## config.mk

```make
export PLATFORM = sky130hd
export DESIGN_NAME = booth_multiplier_ctrl
export DESIGN_NICKNAME = d
export VERILOG_FILES = /design/src/rtl/booth_multiplier_ctrl_pkg.sv /design/src/rtl/multiplier_adder.sv /design/src/rtl/booth_multiplier_ctrl.sv
export SDC_FILE = /design/constraint.sdc
export NUM_CORES = 1
export LEC_CHECK = 0
export BUFFER_PORTS_ARGS = -buffer_cell sky130_fd_sc_hd__buf_4
export CAP_MARGIN = 25
export CORE_UTILIZATION = 60
export DETAILED_ROUTE_END_ITERATION = 8
export GPL_ROUTABILITY_DRIVEN = 0
export GPL_TIMING_DRIVEN = 0
export HOLD_SLACK_MARGIN = 0.1
export PLACE_DENSITY = 0.81
export RECOVER_POWER = 100
export SKIP_LAST_GASP = 1
export SLEW_MARGIN = 20
export SYNTH_ARGS = -nofsm -noshare
export SYNTH_HDL_FRONTEND = slang
export SYNTH_SLANG_ARGS = --single-unit
```

## constraint.sdc

```tcl
create_clock -name clk -period 11.8 [get_ports clk]
set_input_delay 2.36 -clock clk [delete_from_list [all_inputs] [get_ports clk]]
set_output_delay 2.36 -clock clk [all_outputs]
set_load 0.005 [all_outputs]
```

## src/rtl/booth_multiplier_ctrl_pkg.sv

```systemverilog
// Shared definitions for the radix-2 Booth multiplier controller:
// FSM state encodings, adder select constants and the fixed operand width.
package booth_multiplier_ctrl_pkg;

  localparam int MULT_WIDTH = 32;

  // sel0 values understood by multiplier_adder
  localparam logic BOOTH_ADD = 1'b1;
  localparam logic BOOTH_SUB = 1'b0;

  typedef enum logic [1:0] {
    ST_IDLE = 2'd0,
    ST_RUN  = 2'd1,
    ST_DONE = 2'd2
  } state_t;

endpackage

```

## src/rtl/multiplier_adder.sv

```systemverilog
// 32-bit add/subtract/pass unit used by the Booth controller.
// sel0 chooses a+b or a-b; sel1 chooses the arithmetic result or passes a.
module multiplier_adder
  import booth_multiplier_ctrl_pkg::*;
(
  input  logic [MULT_WIDTH-1:0] a,
  input  logic [MULT_WIDTH-1:0] b,
  input  logic                  sel0,
  input  logic                  sel1,
  output logic [MULT_WIDTH-1:0] out
);

  logic [MULT_WIDTH-1:0] sum;

  // Select the arithmetic operation, then choose between it and a pass of a
  always_comb begin
    sum = (sel0 == BOOTH_ADD) ? (a + b) : (a - b);
    out = sel1 ? sum : a;
  end

endmodule

```

## src/rtl/booth_multiplier_ctrl.sv

```systemverilog
// Sequential radix-2 Booth controller: signed 32x32 -> 64 multiply, one
// add/sub/pass plus one arithmetic right shift of {A,Q,q_m1} per cycle.
// Product registers only update on completion, so partial values never leak.
module booth_multiplier_ctrl
  import booth_multiplier_ctrl_pkg::*;
#(
  parameter int WIDTH = 32,
  parameter int CNT_W = 6
) (
  input  logic             clk,
  input  logic             reset,
  input  logic             start,
  input  logic [WIDTH-1:0] multiplicand,
  input  logic [WIDTH-1:0] multiplier,
  output logic             busy,
  output logic             done,
  output logic [WIDTH-1:0] product_hi,
  output logic [WIDTH-1:0] product_lo
);

  localparam logic [CNT_W-1:0] LAST_STEP = CNT_W'(WIDTH - 1);

  state_t           state;
  logic [CNT_W-1:0] count;
  logic [WIDTH-1:0] acc;      // A: upper half of the partial product
  logic [WIDTH-1:0] q_reg;    // Q: multiplier being consumed, fills with low product bits
  logic             q_m1;
  logic [WIDTH-1:0] m_reg;    // M: latched multiplicand

  logic             sel0;
  logic             sel1;
  logic [WIDTH-1:0] r;
  logic             ovf;
  logic             shift_in;
  logic [WIDTH-1:0] acc_next;
  logic [WIDTH-1:0] q_next;

  multiplier_adder u_adder (
    .a    (acc),
    .b    (m_reg),
    .sel0 (sel0),
    .sel1 (sel1),
    .out  (r)
  );

  // Booth recoding of the current bit pair into adder selects
  always_comb begin
    sel0 = BOOTH_ADD;
    sel1 = 1'b0;
    case ({q_reg[0], q_m1})
      2'b01: begin sel1 = 1'b1; sel0 = BOOTH_ADD; end
      2'b10: begin sel1 = 1'b1; sel0 = BOOTH_SUB; end
      default: begin sel1 = 1'b0; sel0 = BOOTH_ADD; end
    endcase
  end

  // Recover the true 33rd sign bit when the step overflows, then form the shifted values
  always_comb begin
    ovf = 1'b0;
    if (sel1) begin
      if (sel0 == BOOTH_ADD)
        ovf = (acc[WIDTH-1] == m_reg[WIDTH-1]) && (r[WIDTH-1] != acc[WIDTH-1]);
      else
        ovf = (acc[WIDTH-1] != m_reg[WIDTH-1]) && (r[WIDTH-1] != acc[WIDTH-1]);
    end
    shift_in = ovf ? acc[WIDTH-1] : r[WIDTH-1];
    acc_next = {shift_in, r[WIDTH-1:1]};
    q_next   = {r[0], q_reg[WIDTH-1:1]};
  end

  // Control FSM, iteration counter, shift register and registered outputs
  always_ff @(posedge clk or posedge reset) begin
    if (reset) begin
      state      <= ST_IDLE;
      busy       <= 1'b0;
      done       <= 1'b0;
      product_hi <= '0;
      product_lo <= '0;
      count      <= '0;
      acc        <= '0;
      q_reg      <= '0;
      q_m1       <= 1'b0;
      m_reg      <= '0;
    end else begin
      case (state)
        ST_IDLE: begin
          done <= 1'b0;
          if (start) begin
            m_reg <= multiplicand;
            q_reg <= multiplier;
            acc   <= '0;
            q_m1  <= 1'b0;
            count <= '0;
            busy  <= 1'b1;
            state <= ST_RUN;
          end
        end
        ST_RUN: begin
          acc   <= acc_next;
          q_reg <= q_next;
          q_m1  <= q_reg[0];
          count <= count + CNT_W'(1);
          if (count == LAST_STEP) begin
            product_hi <= acc_next;
            product_lo <= q_next;
            done       <= 1'b1;
            state      <= ST_DONE;
          end
        end
        ST_DONE: begin
          done  <= 1'b0;
          busy  <= 1'b0;
          state <= ST_IDLE;
        end
        default: begin
          done  <= 1'b0;
          busy  <= 1'b0;
          state <= ST_IDLE;
        end
      endcase
    end
  end

endmodule
```

==> results of run 1 <==
final cells by class:
type                    count  area [µm²]
fillers                  1162        4020
repair buffers            133         988
inverters                  21        80.1
plain buffers              62         234
flip-flops and latches    171        4280
multi-input cells         849        4790
well taps                 211         264
clock buffers              18         439
clock inverters            14         170
power by group:
| group | total (W) | leakage, nW | internal [W] | switching [W] |
|---|---|---|---|---|
| clock network | 0.000578 | 0.297 | 0.000310 | 0.000268 |
| registers | 0.00105 | 2.08 | 0.000840 | 0.000213 |
| logic | 0.00179 | 3.13 | 0.000780 | 0.00101 |
synth_stat cells (6+ instances only):
master and instances:
a21o_1 16, a21oi_1 80, a22o_1 20, a31oi_1 8, and3_1 7, and3b_1 31
clkbuf_1 56, dfrtp_1 171, ha_1 34, inv_1 20, mux2_2 6, mux2i_1 6
nand2_1 335, nand2b_1 7, nand3_1 8, nand4_1 11, nor2_1 49, nor3_1 7
o211ai_1 6, o21ai_0 91, o31ai_1 12, xnor2_1 41, xor2_1 16
stage by stage:
stage	hold WS, ns	instances	total power [W]	setup WS, ns
after floorplan	0.450	1103	0.00227	4.81
after global placement	0.459	1446	0.00277	2.93
after detailed placement	0.465	1447	0.00283	7.41
after CTS	0.483	1479	0.00343	7.36
after global routing	0.501	1479	0.00367	6.00
final	0.478	1479	0.00342	6.70
per-layer routing:
layer  routed length, µm  up-vias  global-route usage (%)
met5                   0        -                       0
met4                 838        0                    15.1
met3                1400       63                    4.65
met2               11600      336                    50.5
met1               10900     4187                    43.3
li1                    -     4062                       -
cells by family (layout without fill, tap and decap cells):
| family | after synthesis | in the layout | share of synthesized area [%] |
|---|---|---|---|
| AOI/OAI and AO/OA | 264 | 264 | 16.8 |
| adders and majority gates | 35 | 35 | 4.74 |
| xor gates and xnor gates | 57 | 57 | 5.31 |
| muxes | 12 | 12 | 1.36 |
| buffers and inverters | 83 | 248 | 3.33 |
| DFF | 171 | 171 | 45.5 |
| and+or+nand+nor | 481 | 481 | 23.0 |
worst max path at each step:
stage                                            end  slack [ns]                 start  depth (start not counted)
after floorplan                   acc[0]$_DFFE_PP0P_        4.81                 reset                          1
after global placement         m_reg[29]$_DFFE_PP0P_        2.93                 reset                          2
after detailed placement  product_hi[28]$_DFFE_PP0P_        7.41  m_reg[0]$_DFFE_PP0P_                         20
after CTS                 product_hi[28]$_DFFE_PP0P_        7.36  m_reg[0]$_DFFE_PP0P_                         20
after global routing           m_reg[11]$_DFFE_PP0P_        6.00                 reset                          2
final                           m_reg[2]$_DFFE_PP0P_        6.70                 reset                          2
==> results, run 1 <==
- The count of synthesis-stage warnings from yosys is 0.
- The first-pass GRT wire length is between 30000 and 40000 µm.
- The floorplan step defined a core boundary enclosing 15300 µm².
- For flop-to-flop paths, the worst setup slack is ~6.8 ns.
- The worst setup path category is primary input to asynchronous set/reset pin.
- Setup repair after global routing left no endpoint under its margin.
- Across every metal layer, demand over resource in global routing totals between 30% and 40%.
- The worst setup path is launched from a primary input.
- The port buffer count is 132.
- The post-route clock skew is between 0.015 and 0.02 ns.
- For the worst setup path, the data arrival time is 4.90 ns.
- The fraction of layout cells with a size suffix above 1 is 13.7%.
- In the layout the commonest cells are nand2_1, dfrtp_1, o21ai_0.
- The total nets after synthesis is ~1200.
- The checks that failed: max-capacitance violations, max-slew violations.
- The final clock period utilization by the worst path is 43.2%.
- The main flop type after synthesis is dfrtp_1.
- The number of max-cap violations is 1.
- The worst register-to-register path begins at m_reg[0]$_DFFE_PP0P_.
- The worst hold path begins at product_lo[29]$_DFFE_PP0P_.
- The final non-filler cell area is roughly 11000 µm².
- The gate family responsible for the most delay along the worst path is buffers and inverters.
- VDD sags by at most 0.000189 V.
- Counting instances, the worst hold path has a depth of 2.
- The initial utilization of the core area, before any placement, comes to 61.6%.
- The commonest non-fill, non-tap cell in the layout is nand2_1.
- The floorplan step defined a die boundary enclosing 16200 µm².
- The count of nets left with antenna violations once routing finished came out at 0.
- The sink count of the clock tree is between 150 and 200.
- The clock-pin transition on the worst setup and hold timing paths is about 0.07 ns.
- The nature of the critical path endpoint is an asynchronous set/reset pin.
- The analysis attributes to cell leakage a power of roughly 5.5 nW.
- Gates resized during post-CTS repair numbered 0.
- Using the TritonRoute via totals, the vias-per-cell ratio works out to a little under 6.
- Summing every instance area after synthesis gives between 9000 and 10000 µm².
- The final layout contains around 1400 nets.
- The number of cells on the worst reg-to-reg path is 19.
- Across all layers, the routed design uses a little under 9000 vias.
- The violation count after the first detailed-route iteration is approximately 670.
- The width of the die is between 100 and 150 µm.
- The via count of the first global-routing pass is between 8000 and 9000.
- The end point of the most critical hold path is product_lo[29]$_DFFE_PP0P_.
- Synthesis inferred ~170 register bits.
- Yosys mapped the design onto 60 distinct sky130hd cell types.
- In this run the power density over the cells is 304 nW/µm².
- The number of hold-slack violations in the final timing report came to 0.
- After detailed routing, the total wire length is 24700 µm.
- On the worst path, the slowest cell contributes a delay of 2.39 ns.
- The number of H-tree levels is 4.
- The transition at the pin with the smallest max-transition slack is about 4.2 ns.
- At the later pin of the worst-skew pair, clock insertion delay measures approximately 0.44 ns.
- The signal on the critical path passes through clkbuf_4 -> clkinvlp_2.
- In this run the core area contains 45 standard-cell rows.
- After detailed routing, the average wire length per cell comes to roughly 17 µm.
- The remaining design rule violation count is 0.
- Of all nets on the critical path, the largest fanout is 97.
- The count of mapped cells out of synthesis is approximately 1100.
- The data required time of the critical path is approximately 12 ns.
- The post-synthesis area per instance is between 8 and 9 µm².
- In the post-synthesis netlist, the biggest area contributors are dfrtp_1, nand2_1, o21ai_0.
- The master cell of the clock root buffer is clkbuf_16.
- The count of inserted antenna diode cells is 0.
- The number of hold buffers added after CTS was 0.
- The half-perimeter wire length after detailed placement is ~18000 µm.
- The I/O pin total is between 100 and 150.
- The area growth from synthesis to layout is 19.6%.
- The number of buffers added by the clock tree synthesis step is 17.
- The share of the Yosys chip area taken by registers is around 46%.
- The post-route setup TNS is 0 ns.
- The global route total overflow is 0.
- The pre-antenna-repair detailed-routing pass consisted of 7 iterations.
- Derived from the worst setup path, the maximum achievable clock frequency is 196 MHz.
- The buffers plus inverters on the worst setup path is 2.
- The initial antenna violation count is 0.
- The clock period minus final worst setup slack is 5.10 ns.
- The number of enable flip-flop cells after synthesis is 0.
- The top-area cell type share of the netlist area is between 40% and 50%.
- The type of the tightest min-delay check is register to register.
- The largest net degree at the start of global routing is between 90 and 100.
- The final cell utilization of the core is between 70% and 80%.
- The count of pins over their slew limit is a little under 100.
- The async set-or-reset flop fraction in the synthesized netlist is between 90% and 100%.
- The post-CTS setup buffer count is 0.
- The slowest cell on the critical path is clkinvlp_2.
- No sink is reached through more buffers than the 2 on the longest clock path.
- Setup violations remaining at the end of the flow were counted as 0.
- In this run the tightest slew margin relative to its limit is -185%.
- TritonCTS built the clock tree.
- From bottom edge to top edge, the die measures 127 µm.
- The run finished, with violations left.
- The end of the worst register-to-register path is product_hi[29]$_DFFE_PP0P_.
- Once placement finished, the instance area stood at 10700 µm².
- Summed over all instances, the cell type with the most area after synthesis is dfrtp_1.
(Power assumes the default switching activity.)
==> run 2, diff against run 1 <==
CORE_UTILIZATION = 52   (was 60)
PLACE_DENSITY = 0.74   (was 0.81)
clock period = 4.3 ns   (was 11.8 ns; I/O delays follow)
==> run 2 against run 1 <==
The run still ends with max-capacitance violations, max-slew violations left. Largest cell class unchanged. Combinational power grew to 2.8 times the previous value. Setup slack worse by 6.6 ns. Global-route usage is 4.0 points lower. Flip-flop and latch count stayed put.
==> results, run 2 (synthesis results as in run 1) <==
- The via total after detailed routing is about 8500.
- Entering global routing, the biggest net connects 35 pins.
- The flow ran to the end, but the final reports show violations.
- The initial antenna violation count is 0.
- The number of endpoints failing setup at the final stage is 0.
- Once routing completed, OpenROAD measured the worst setup slack at approximately 0.12 ns.
- After detailed routing, the total wire length is about 25000 µm.
- The analysis attributes to cell leakage a power of about 5.5 nW.
- Across the VDD grid, the largest voltage drop is ~0.00045 V.
- TritonCTS built the clock tree.
- The end of the worst register-to-register path is product_hi[28]$_DFFE_PP0P_.
- In the final layout, the share of cells above drive strength 1 is between 10% and 20%.
- The buffers plus inverters on the worst setup path is 2.
- The number of antenna diodes in the final layout is 0.
- The via count of the first global-routing pass was approximately 8000.
- The initial cell density of the core is a little over half.
- The startpoint identified for the worst register-to-register timing path is m_reg[0]$_DFFE_PP0P_.
- The gate family responsible for the most delay along the worst path is compound AO/OA/AOI/OAI gates.
- Of all nets on the critical path, the largest fanout is 5.
- The number of H-tree levels is 4.
- The floorplan step set the die height to around 140 µm.
- Data on the critical path is required at its endpoint by 4.62 ns.
- The number of hold-slack violations in the final timing report came to 0.
- After clock tree synthesis, the clock-pin slew on the worst setup and hold paths is 0.07 ns.
- The half-perimeter wire length after detailed placement is approximately 19000 µm.
- The clock latency at the later pin of the worst-skew pair is 0.43 ns.
- Global routing used 27.8% of the available tracks.
- In the final timing run, aggregate negative setup slack is 0 ns.
- The first detailed-routing pass ran for 5 iterations.
- After detailed routing, the average wire length per cell comes to approximately 17 µm.
- The sink count of the clock tree is between 150 and 200.
- The critical path runs through a total of 19 cells.
- In this run the count of I/O pins placed on the die edge is between 100 and 150.
- The clock period minus final worst setup slack is approximately 4.2 ns.
- The floorplan die area is 18600 µm².
- The power per unit of standard cell area is ~830 nW/µm².
- In the layout the commonest cells are nand2_1, dfrtp_1, o21ai_0.
- The startpoint type of the worst setup path is a register.
- Relative to the synthesized area, the layout overhead comes to 20.9%.
- The commonest non-fill, non-tap cell in the layout is nand2_1.
- The number of clock buffers added by TritonCTS is 17.
- Once detail routing completed, the nets flagged for antenna violations numbered 0.
- The timing endpoint of the critical path is product_hi[28]$_DFFE_PP0P_.
- For the worst setup path, the data arrival time is between 4 and 5 ns.
- At the end of the flow the core is filled with cells to about two thirds.
- The final layout contains 1362 nets.
- The maximum root-to-sink buffer count is 2.
- The global route total overflow is 0.
- The tightest slew margin relative to the limit is -21.1%.
- The slowest stage of the critical path is the dfrtp_1 cell.
- The count of pins over their slew limit is 35.
- The violation count after the first detailed-route iteration is approximately 640.
- For this design, the CTS-stage hold fixing added 0 buffers.
- The final clock period utilization by the worst path is slightly below 100%.
- The first global-routing pass estimated ~40000 µm of wire.
- Dividing the detail-routed via count by the number of cells gives ~5.7.
- At the pin with the least slew margin, the transition time is about 1.8 ns.
- The checks that failed: max-capacitance violations, max-slew violations.
- The region available for standard cell placement spans around 17000 µm².
- The delay of the slowest critical-path stage is about 0.44 ns.
- The type of the tightest min-delay check is register to register.
- The setup slack of the most critical reg-to-reg path is around 0.12 ns.
- By startpoint and endpoint, the worst setup path is classified as register to register.
- The nature of the critical path endpoint is a register.
- The port buffer count is between 100 and 150.
- Row generation in the floorplan step produced 48 rows.
- The number of max-cap violations is 1.
- The master cell of the clock root buffer is clkbuf_16.
- The overall power is between 0.009 and 0.01 W.
- The remaining design rule violation count is 0.
- The highest clock frequency the design can meet is 239 MHz.
- The width of the die is between 100 and 150 µm.
- The post-route clock skew is 0.00780 ns.
- The signal on the critical path passes through inv_2 -> ha_1 -> and3_4 -> inv_1 -> nor2_4 -> nand2_1 -> nor3b_4 -> a21oi_1 -> xnor2_1 -> ha_2 -> a21o_1 -> a21o_1 -> a21oi_1 -> o22a_1 -> nand3_1 -> a31oi_1 -> xor2_1 -> o21ai_1 -> mux2_2.
- For the worst flop-to-flop path, the logic depth is 19.
- The start point of the critical path is m_reg[0]$_DFFE_PP0P_.
- Timing analysis after detailed placement gives a worst setup slack of -0.102 ns.
-- run 2: worst min-delay path, stage by stage (launching register included) --
cell and delay, ns:
dfrtp_1 0.34, nand2_1 0.05, nand2_1 0.05
-- run 2: power by group --
part           internal [W]  switching (W)  total (W)  leakage, nW
Combinational       0.00221        0.00280    0.00501         3.17
Sequential          0.00231       0.000583    0.00289         2.08
Clock              0.000835       0.000664    0.00150        0.275
Total               0.00535        0.00405    0.00940         5.52
-- run 2: area by class of cell --
class / instances / area (µm²)
buffer: 59 / 229
clock buffer: 20 / 457
clock inverter: 11 / 114
fill: 1519 / 6110
inverter: 21 / 80.1
multi-input combinational: 849 / 4910
sequential: 171 / 4280
tap: 225 / 282
timing repair buffer: 141 / 1020
-- run 2: per-stage QoR --
step	hold WS [ns]	std cells	area (µm²)
after floorplan	0.450	1103	9410
after global placement	0.461	1460	10700
after detailed placement	0.464	1465	10800
after CTS	0.481	1497	11400
after global routing	0.494	1497	11400
final	0.476	1497	11400
-- run 2: repair_timing --
item                                    4_1_cts  5_1_grt
setup buffers                                 1        3
endpoints found under the setup margin       12       24
hold endpoints to repair                      0        0
resized for setup                             3       25
pin swaps                                     1        8
-- run 2: metal layers --
layer	global-route usage (%)	share of wire [%]	vias to the layer above	wire length, µm
li1	-	-	4084	-
met1	38.0	45	4109	11300
met2	44.0	47	232	11800
met3	4.29	5.2	41	1310
met4	11.5	2.8	0	694
met5	0	0	-	0
-- run 2: worst min path at each step --
stage | start | slack (ns) | endpoint | depth (start not counted)
final | product_hi[5]$_DFFE_PP0P_ | 0.48 | product_hi[5]$_DFFE_PP0P_ | 2
after global placement | product_lo[12]$_DFFE_PP0P_ | 0.46 | product_lo[12]$_DFFE_PP0P_ | 2
after floorplan | acc[0]$_DFFE_PP0P_ | 0.45 | acc[0]$_DFFE_PP0P_ | 2
after CTS | product_lo[12]$_DFFE_PP0P_ | 0.48 | product_lo[12]$_DFFE_PP0P_ | 2
after global routing | product_hi[3]$_DFFE_PP0P_ | 0.49 | product_hi[3]$_DFFE_PP0P_ | 2
after detailed placement | product_lo[12]$_DFFE_PP0P_ | 0.46 | product_lo[12]$_DFFE_PP0P_ | 2
